**config.mk**
```make
export PLATFORM = sky130hd
export DESIGN_NAME = hash_result_scan
export DESIGN_NICKNAME = d
export VERILOG_FILES = /design/src/rtl/hash_result_scan.sv
export SDC_FILE = /design/constraint.sdc
export NUM_CORES = 1
export LEC_CHECK = 0
export CORE_UTILIZATION = 35
export CTS_CLUSTER_DIAMETER = 120
export DETAILED_ROUTE_END_ITERATION = 8
export PLACE_DENSITY = 0.6
export SKIP_LAST_GASP = 1
export SLEW_MARGIN = 20
export SYNTH_ARGS = -nofsm -noshare
export SYNTH_HDL_FRONTEND = slang
export SYNTH_SLANG_ARGS = --single-unit
```
**constraint.sdc**
```tcl
create_clock -name clk -period 3.34 [get_ports clk]
set_clock_uncertainty 0.2 [all_clocks]
set_input_delay 0.668 -clock clk [delete_from_list [all_inputs] [get_ports clk]]
set_output_delay 0.668 -clock clk [all_outputs]
set_load 0.05 [all_outputs]
```
**src/rtl/hash_result_scan.sv**
```systemverilog
// hash_result_scan: reads back NUM_NONCES H0 words, tracks the minimum and its index, counts hits below
// target, then writes a summary record. Define HIT_BITMAP_EN to add hit_map and the bitmap record words.
module hash_result_scan #(
  parameter int NUM_NONCES = 16,
  parameter int IDX_W      = (NUM_NONCES > 1) ? $clog2(NUM_NONCES) : 1
) (
  input  logic                  clk,
  input  logic                  reset_n,
  input  logic                  start,
  input  logic [15:0]           hash_addr,
  input  logic [15:0]           result_addr,
  input  logic [31:0]           target,
  output logic                  done,
  output logic                  mem_clk,
  output logic                  mem_we,
  output logic [15:0]           mem_addr,
  output logic [31:0]           mem_write_data,
  input  logic [31:0]           mem_read_data,
  output logic [31:0]           min_hash,
  output logic [15:0]           min_idx,
`ifdef HIT_BITMAP_EN
  output logic [15:0]           hit_count,
  output logic [NUM_NONCES-1:0] hit_map
`else
  output logic [15:0]           hit_count
`endif
);
`ifdef HIT_BITMAP_EN
  localparam int BM_WORDS  = (NUM_NONCES + 31) / 32;
  localparam int PAD_W     = BM_WORDS * 32;
  localparam int NUM_WORDS = 3 + BM_WORDS;
`else
  localparam int NUM_WORDS = 3;
`endif
  localparam logic [16:0] N_CNT     = 17'(NUM_NONCES);
  localparam logic [15:0] LAST_WORD = 16'(NUM_WORDS - 1);

  typedef enum logic [2:0] {IDLE, READ, DRAIN, WRITE, DONE} state_t;

  state_t           state_q, state_d;
  logic [16:0]      rd_cnt_q, rd_cnt_d;
  logic [IDX_W-1:0] cmp_cnt_q, cmp_cnt_d;
  logic [15:0]      wr_cnt_q, wr_cnt_d;
  logic [15:0]      hash_base_q, hash_base_d;
  logic [15:0]      res_base_q, res_base_d;
  logic [31:0]      target_q, target_d;
  logic [31:0]      min_q, min_d;
  logic [IDX_W-1:0] idx_q, idx_d;
  logic [15:0]      hits_q, hits_d;
  logic             we_q, we_d;
  logic [15:0]      addr_q, addr_d;
  logic [31:0]      wdata_q, wdata_d;

  logic             do_cmp;
  logic             cmp_take, cmp_hit;
  logic [31:0]      cmp_min;
  logic [IDX_W-1:0] cmp_idx;
  logic [15:0]      cmp_hits;
  logic [15:0]      word_sel;
  logic [31:0]      next_word;

`ifdef HIT_BITMAP_EN
  logic [NUM_NONCES-1:0] map_q, map_d;
  logic [PAD_W-1:0]      map_pad;
  logic [15:0]           bm_sel;
  assign map_pad = PAD_W'(map_q);
  assign bm_sel  = wr_cnt_q - 16'd2;
  assign hit_map = map_q;
`endif

  // Index 0 always loads so the first word seeds the minimum; strict < keeps the lower index on ties.
  always_comb begin
    cmp_take = (cmp_cnt_q == '0) || (mem_read_data < min_q);
    cmp_hit  = mem_read_data < target_q;
    cmp_min  = cmp_take ? mem_read_data : min_q;
    cmp_idx  = cmp_take ? cmp_cnt_q : idx_q;
    cmp_hits = (cmp_hit && hits_q != 16'hFFFF) ? hits_q + 16'd1 : hits_q;
  end

  // Record word following the one currently on the bus.
  always_comb begin
    word_sel  = wr_cnt_q + 16'd1;
    next_word = 32'h0;
    case (word_sel)
      16'd1:   next_word = {16'h0, 16'(idx_q)};
      16'd2:   next_word = {(hits_q != 16'h0), 15'h0, hits_q};
`ifdef HIT_BITMAP_EN
      default: next_word = map_pad[32*int'(bm_sel) +: 32];
`else
      default: next_word = 32'h0;
`endif
    endcase
  end

  always_comb begin
    state_d     = state_q;
    rd_cnt_d    = rd_cnt_q;
    cmp_cnt_d   = cmp_cnt_q;
    wr_cnt_d    = wr_cnt_q;
    hash_base_d = hash_base_q;
    res_base_d  = res_base_q;
    target_d    = target_q;
    min_d       = min_q;
    idx_d       = idx_q;
    hits_d      = hits_q;
    we_d        = 1'b0;
    addr_d      = addr_q;
    wdata_d     = wdata_q;
    do_cmp      = 1'b0;
`ifdef HIT_BITMAP_EN
    map_d       = map_q;
`endif
    case (state_q)
      IDLE, DONE: begin
        if (start) begin
          hash_base_d = hash_addr;
          res_base_d  = result_addr;
          target_d    = target;
          addr_d      = hash_addr;
          rd_cnt_d    = 17'd1;
          cmp_cnt_d   = '0;
          min_d       = 32'hFFFF_FFFF;
          idx_d       = '0;
          hits_d      = 16'h0;
`ifdef HIT_BITMAP_EN
          map_d       = '0;
`endif
          state_d     = READ;
        end
      end
      READ: begin
        do_cmp = (rd_cnt_q > 17'd1);
        if (rd_cnt_q < N_CNT) begin
          addr_d   = hash_base_q + rd_cnt_q[15:0];
          rd_cnt_d = rd_cnt_q + 17'd1;
        end else begin
          state_d = DRAIN;
        end
      end
      DRAIN: begin
        do_cmp   = 1'b1;
        we_d     = 1'b1;
        addr_d   = res_base_q;
        wdata_d  = cmp_min;
        wr_cnt_d = 16'd0;
        state_d  = WRITE;
      end
      WRITE: begin
        if (wr_cnt_q == LAST_WORD) begin
          state_d = DONE;
        end else begin
          we_d     = 1'b1;
          wr_cnt_d = word_sel;
          addr_d   = res_base_q + word_sel;
          wdata_d  = next_word;
        end
      end
      default: state_d = IDLE;
    endcase
    if (do_cmp) begin
      min_d     = cmp_min;
      idx_d     = cmp_idx;
      hits_d    = cmp_hits;
      cmp_cnt_d = cmp_cnt_q + IDX_W'(1);
`ifdef HIT_BITMAP_EN
      map_d[cmp_cnt_q] = cmp_hit;
`endif
    end
  end

  always_ff @(posedge clk or negedge reset_n) begin
    if (!reset_n) begin
      state_q     <= IDLE;
      rd_cnt_q    <= '0;
      cmp_cnt_q   <= '0;
      wr_cnt_q    <= '0;
      hash_base_q <= '0;
      res_base_q  <= '0;
      target_q    <= '0;
      min_q       <= '0;
      idx_q       <= '0;
      hits_q      <= '0;
      we_q        <= 1'b0;
      addr_q      <= '0;
      wdata_q     <= '0;
`ifdef HIT_BITMAP_EN
      map_q       <= '0;
`endif
    end else begin
      state_q     <= state_d;
      rd_cnt_q    <= rd_cnt_d;
      cmp_cnt_q   <= cmp_cnt_d;
      wr_cnt_q    <= wr_cnt_d;
      hash_base_q <= hash_base_d;
      res_base_q  <= res_base_d;
      target_q    <= target_d;
      min_q       <= min_d;
      idx_q       <= idx_d;
      hits_q      <= hits_d;
      we_q        <= we_d;
      addr_q      <= addr_d;
      wdata_q     <= wdata_d;
`ifdef HIT_BITMAP_EN
      map_q       <= map_d;
`endif
    end
  end

  assign done           = (state_q == DONE);
  assign mem_clk        = clk;
  assign mem_we         = we_q;
  assign mem_addr       = addr_q;
  assign mem_write_data = wdata_q;
  assign min_hash       = min_q;
  assign min_idx        = 16'(idx_q);
  assign hit_count      = hits_q;

endmodule

```
==> impl_metrics.tcl <==
set metrics [dict create \
    worstPathMaxFanout 17 \
    drv_slew 0 \
    ys_types 85 \
    critPathKind "flop to output pin" \
    power_mw 16.9 \
    finalHoldViolations 0 \
    synth_compound_area_frac 0.196 \
    place_area_sq_um 15900 \
    portBuffers 201 \
    routed_via_density 5.34 \
    timing.hold.ws_ps 280 \
    antenna_found_initial 0 \
    synth_fa_ha_area_frac 0.108 \
    routed_wl_um 39800 \
    vdd_drop_max_v 0.000634 \
    yosys_warnings 0 \
    max_slew_margin 0.468 \
    antenna_left 0 \
    holdPathEnd "hash_base_q[3]" \
    drv_cap 0 \
    n_antenna_cell 0 \
    synthCells 1399 \
    multi_input_area_sq_um 6970 \
    dieArea_sq_um 36700 \
    regArea_sq_um 5130 \
    worstMarginPinSlew_ps 797 \
    start_util 0.355 \
    post_drt_wl_per_cell_um 18.3 \
    pre_cts_slack_ps -517 \
    synth_ff_type "dfrtp_1" \
    worst_r2r_path_depth 12 \
    cp.required_ps 2470 \
    rsz0062_at_grt "yes" \
    grt_pass1_vias 11600 \
    synth-async-reset-ratio 1.00 \
    cts_tree "done" \
    setup_viol 0 \
    finalSetupTns_ps 0 \
    place_congestion 0.930 \
    status "finished, final reports clean" \
    drc 0 \
    period_share 0.966 \
    fillers 3364 \
    worstReg2RegStart "wr_cnt_q[0]" \
    grt_overflow 0 \
    num-nets-final 1902 \
    grt_pass1_wl_um 62300 \
    reg2reg_to "mem_addr[15]" \
    fin_crit_ps 3230 \
    io_pins 214 \
    arrival_ps 2360 \
    dp_hpwl_um 30300 \
    worstHoldStart "hash_base_q[3]" \
    die_w_um 192 \
    grt_start_max_net_pins 72 \
    dr.pass1.iters 7 \
    die_h_um 192 \
    cts.reportedPaths.clkPinSlew_ps 60 \
    syn-cell-area_sq_um 12600 \
    synth_top_family_by_area "compound AO/OA/AOI/OAI gates" \
    r2r_slack_ps 130 \
    p_per_area_nw_per_um2 989 \
    leakagePower_nw 7.94 \
    worst_slack_ps 114 \
    coreArea_sq_um 35500 \
    drive_above_1_share 0.141 \
    clock_latency_ps 670 \
    rows 69 \
    end_kind "output pin" \
    syn_avg_cell_area_sq_um 8.99 \
    fin_area_sq_um 17100 \
    hold_path_depth 2 \
    synthSimpleGateAreaFrac 0.177 \
    startpoint "state_q[1]" \
    synth-seq-area-share 0.408 \
    synth_mux_area_frac 0.0264 \
    drtIter0Drc 709 \
    synth_edf_count 0 \
    min_path_type "flop to flop" \
    syn_to_final_growth_pct 36.2 \
    max_freq_mhz 310 \
    vias 11600 \
    grt_usage 0.216 \
    cp-start-kind "flop" \
    synth_xor_area_frac 0.0258 \
    ys_ff_latch 205 \
]
[worst max-delay path by stage]
stage	endpoint
6_report	done
5_1_grt	mem_addr[15]
4_1_cts	mem_addr[15]
3_5_place_dp	min_hash[9]
3_3_place_gp	min_hash[10]
2_1_floorplan	mem_addr[15]
[cells in the mapped netlist (14+ instances only)]
| library cell | instances | area share |
|---|---|---|
| buf_4 | 18 | 0.011 |
| nand3_1 | 57 | 0.023 |
| inv_1 | 90 | 0.027 |
| a31oi_1 | 33 | 0.016 |
| nand4_1 | 18 | 0.0090 |
| dfrtp_1 | 205 | 0.41 |
| nor2_1 | 90 | 0.027 |
| o22a_1 | 14 | 0.0097 |
| a21o_1 | 26 | 0.016 |
| o21ai_0 | 105 | 0.042 |
| nor3_1 | 14 | 0.0056 |
| mux2i_1 | 32 | 0.025 |
| ha_1 | 105 | 0.10 |
| xnor2_1 | 25 | 0.017 |
| clkbuf_1 | 41 | 0.012 |
| a21oi_1 | 64 | 0.025 |
| nand2_1 | 203 | 0.061 |
[state kept, by name, indices dropped and copies added, names as in the netlist]
name / flops
mem_write_data: 32
min_hash: 32
target_q: 32
rd_cnt_q: 17
hash_base_q: 16
hit_count: 16
mem_addr: 16
res_base_q: 16
wr_cnt_q: 16
cmp_cnt_q: 4
idx_q: 4
state_q: 3
mem_we: 1
[through the flow]
step | util | cells
final | 0.483 | 2176
after CTS | 0.476 | 2171
after global routing | 0.483 | 2176
after global placement | 0.447 | 2120
after detailed placement | 0.447 | 2120
after floorplan | - | 1410
[worst max-delay path, stage by stage, from the launching register on]
cell	delay [ps]
dfrtp_1	590
nor2_1	340
nand2_1	190
inv_1	90
clkdlybuf4s15_1	490
[routing by layer]
layer,part of all wire,global-route usage
met4,0.027,0.0693
met1,0.44,0.285
met2,0.46,0.353
met5,0,0
met3,0.070,0.0466
[cell families (layout without fill, tap and decap cells)]
family,after synthesis,after routing
compound gates,373,373
buf+inv,170,475
fa+ha+maj,107,107
xor+xnor,37,37
other cells,1,12
simple gates,473,473
mux,33,33
flops,205,205
[placed cells by master, fill, tap and decap left out, drive strengths merged, types with 7 or more instances in the layout]
cell and n:
nor3 17, or3 13, nor4 9, clkdlybuf4s50 198
o21a 7, o21ai 119, nand2 203, ha 105
nor2 94, and2 10, inv 90, xnor2 25
clkbuf 43, xor2 12, nand3 58, a21oi 65
o22a 14, nand2b 11, nand4 18, a22oi 14
a31oi 33, and3 10, o22ai 7, and4 9
o211ai 14, a21o 26, o31ai 9, conb 12
dfrtp 205, a221oi 10, o311ai 7, mux2i 32
buf 132
[layout make-up]
class / count / area share
multi-input cells: 1035 / 0.407
flip-flops and latches: 205 / 0.300
repair buffers: 333 / 0.180
clock buffers: 43 / 0.0492
well taps: 461 / 0.0337
inverters: 91 / 0.0203
clock inverters: 8 / 0.00993
[repair_timing]
action                                  4_1_cts  5_1_grt
pin swaps                                     1       16
hold buffers                                  1        0
resized for setup                             6       41
endpoints found under the setup margin        7       22
buffers inserted                              0        6
hold endpoints to repair                     65        0
gates cloned                                  0        0
[report_power, final]
group          switching, mW  internal [mW]  leakage [nW]
Sequential             0.802           3.44          2.56
Clock                   1.22           2.05         0.486
Combinational           5.79           3.65          4.90
No activity file was read; power rests on OpenSTA's default activity.
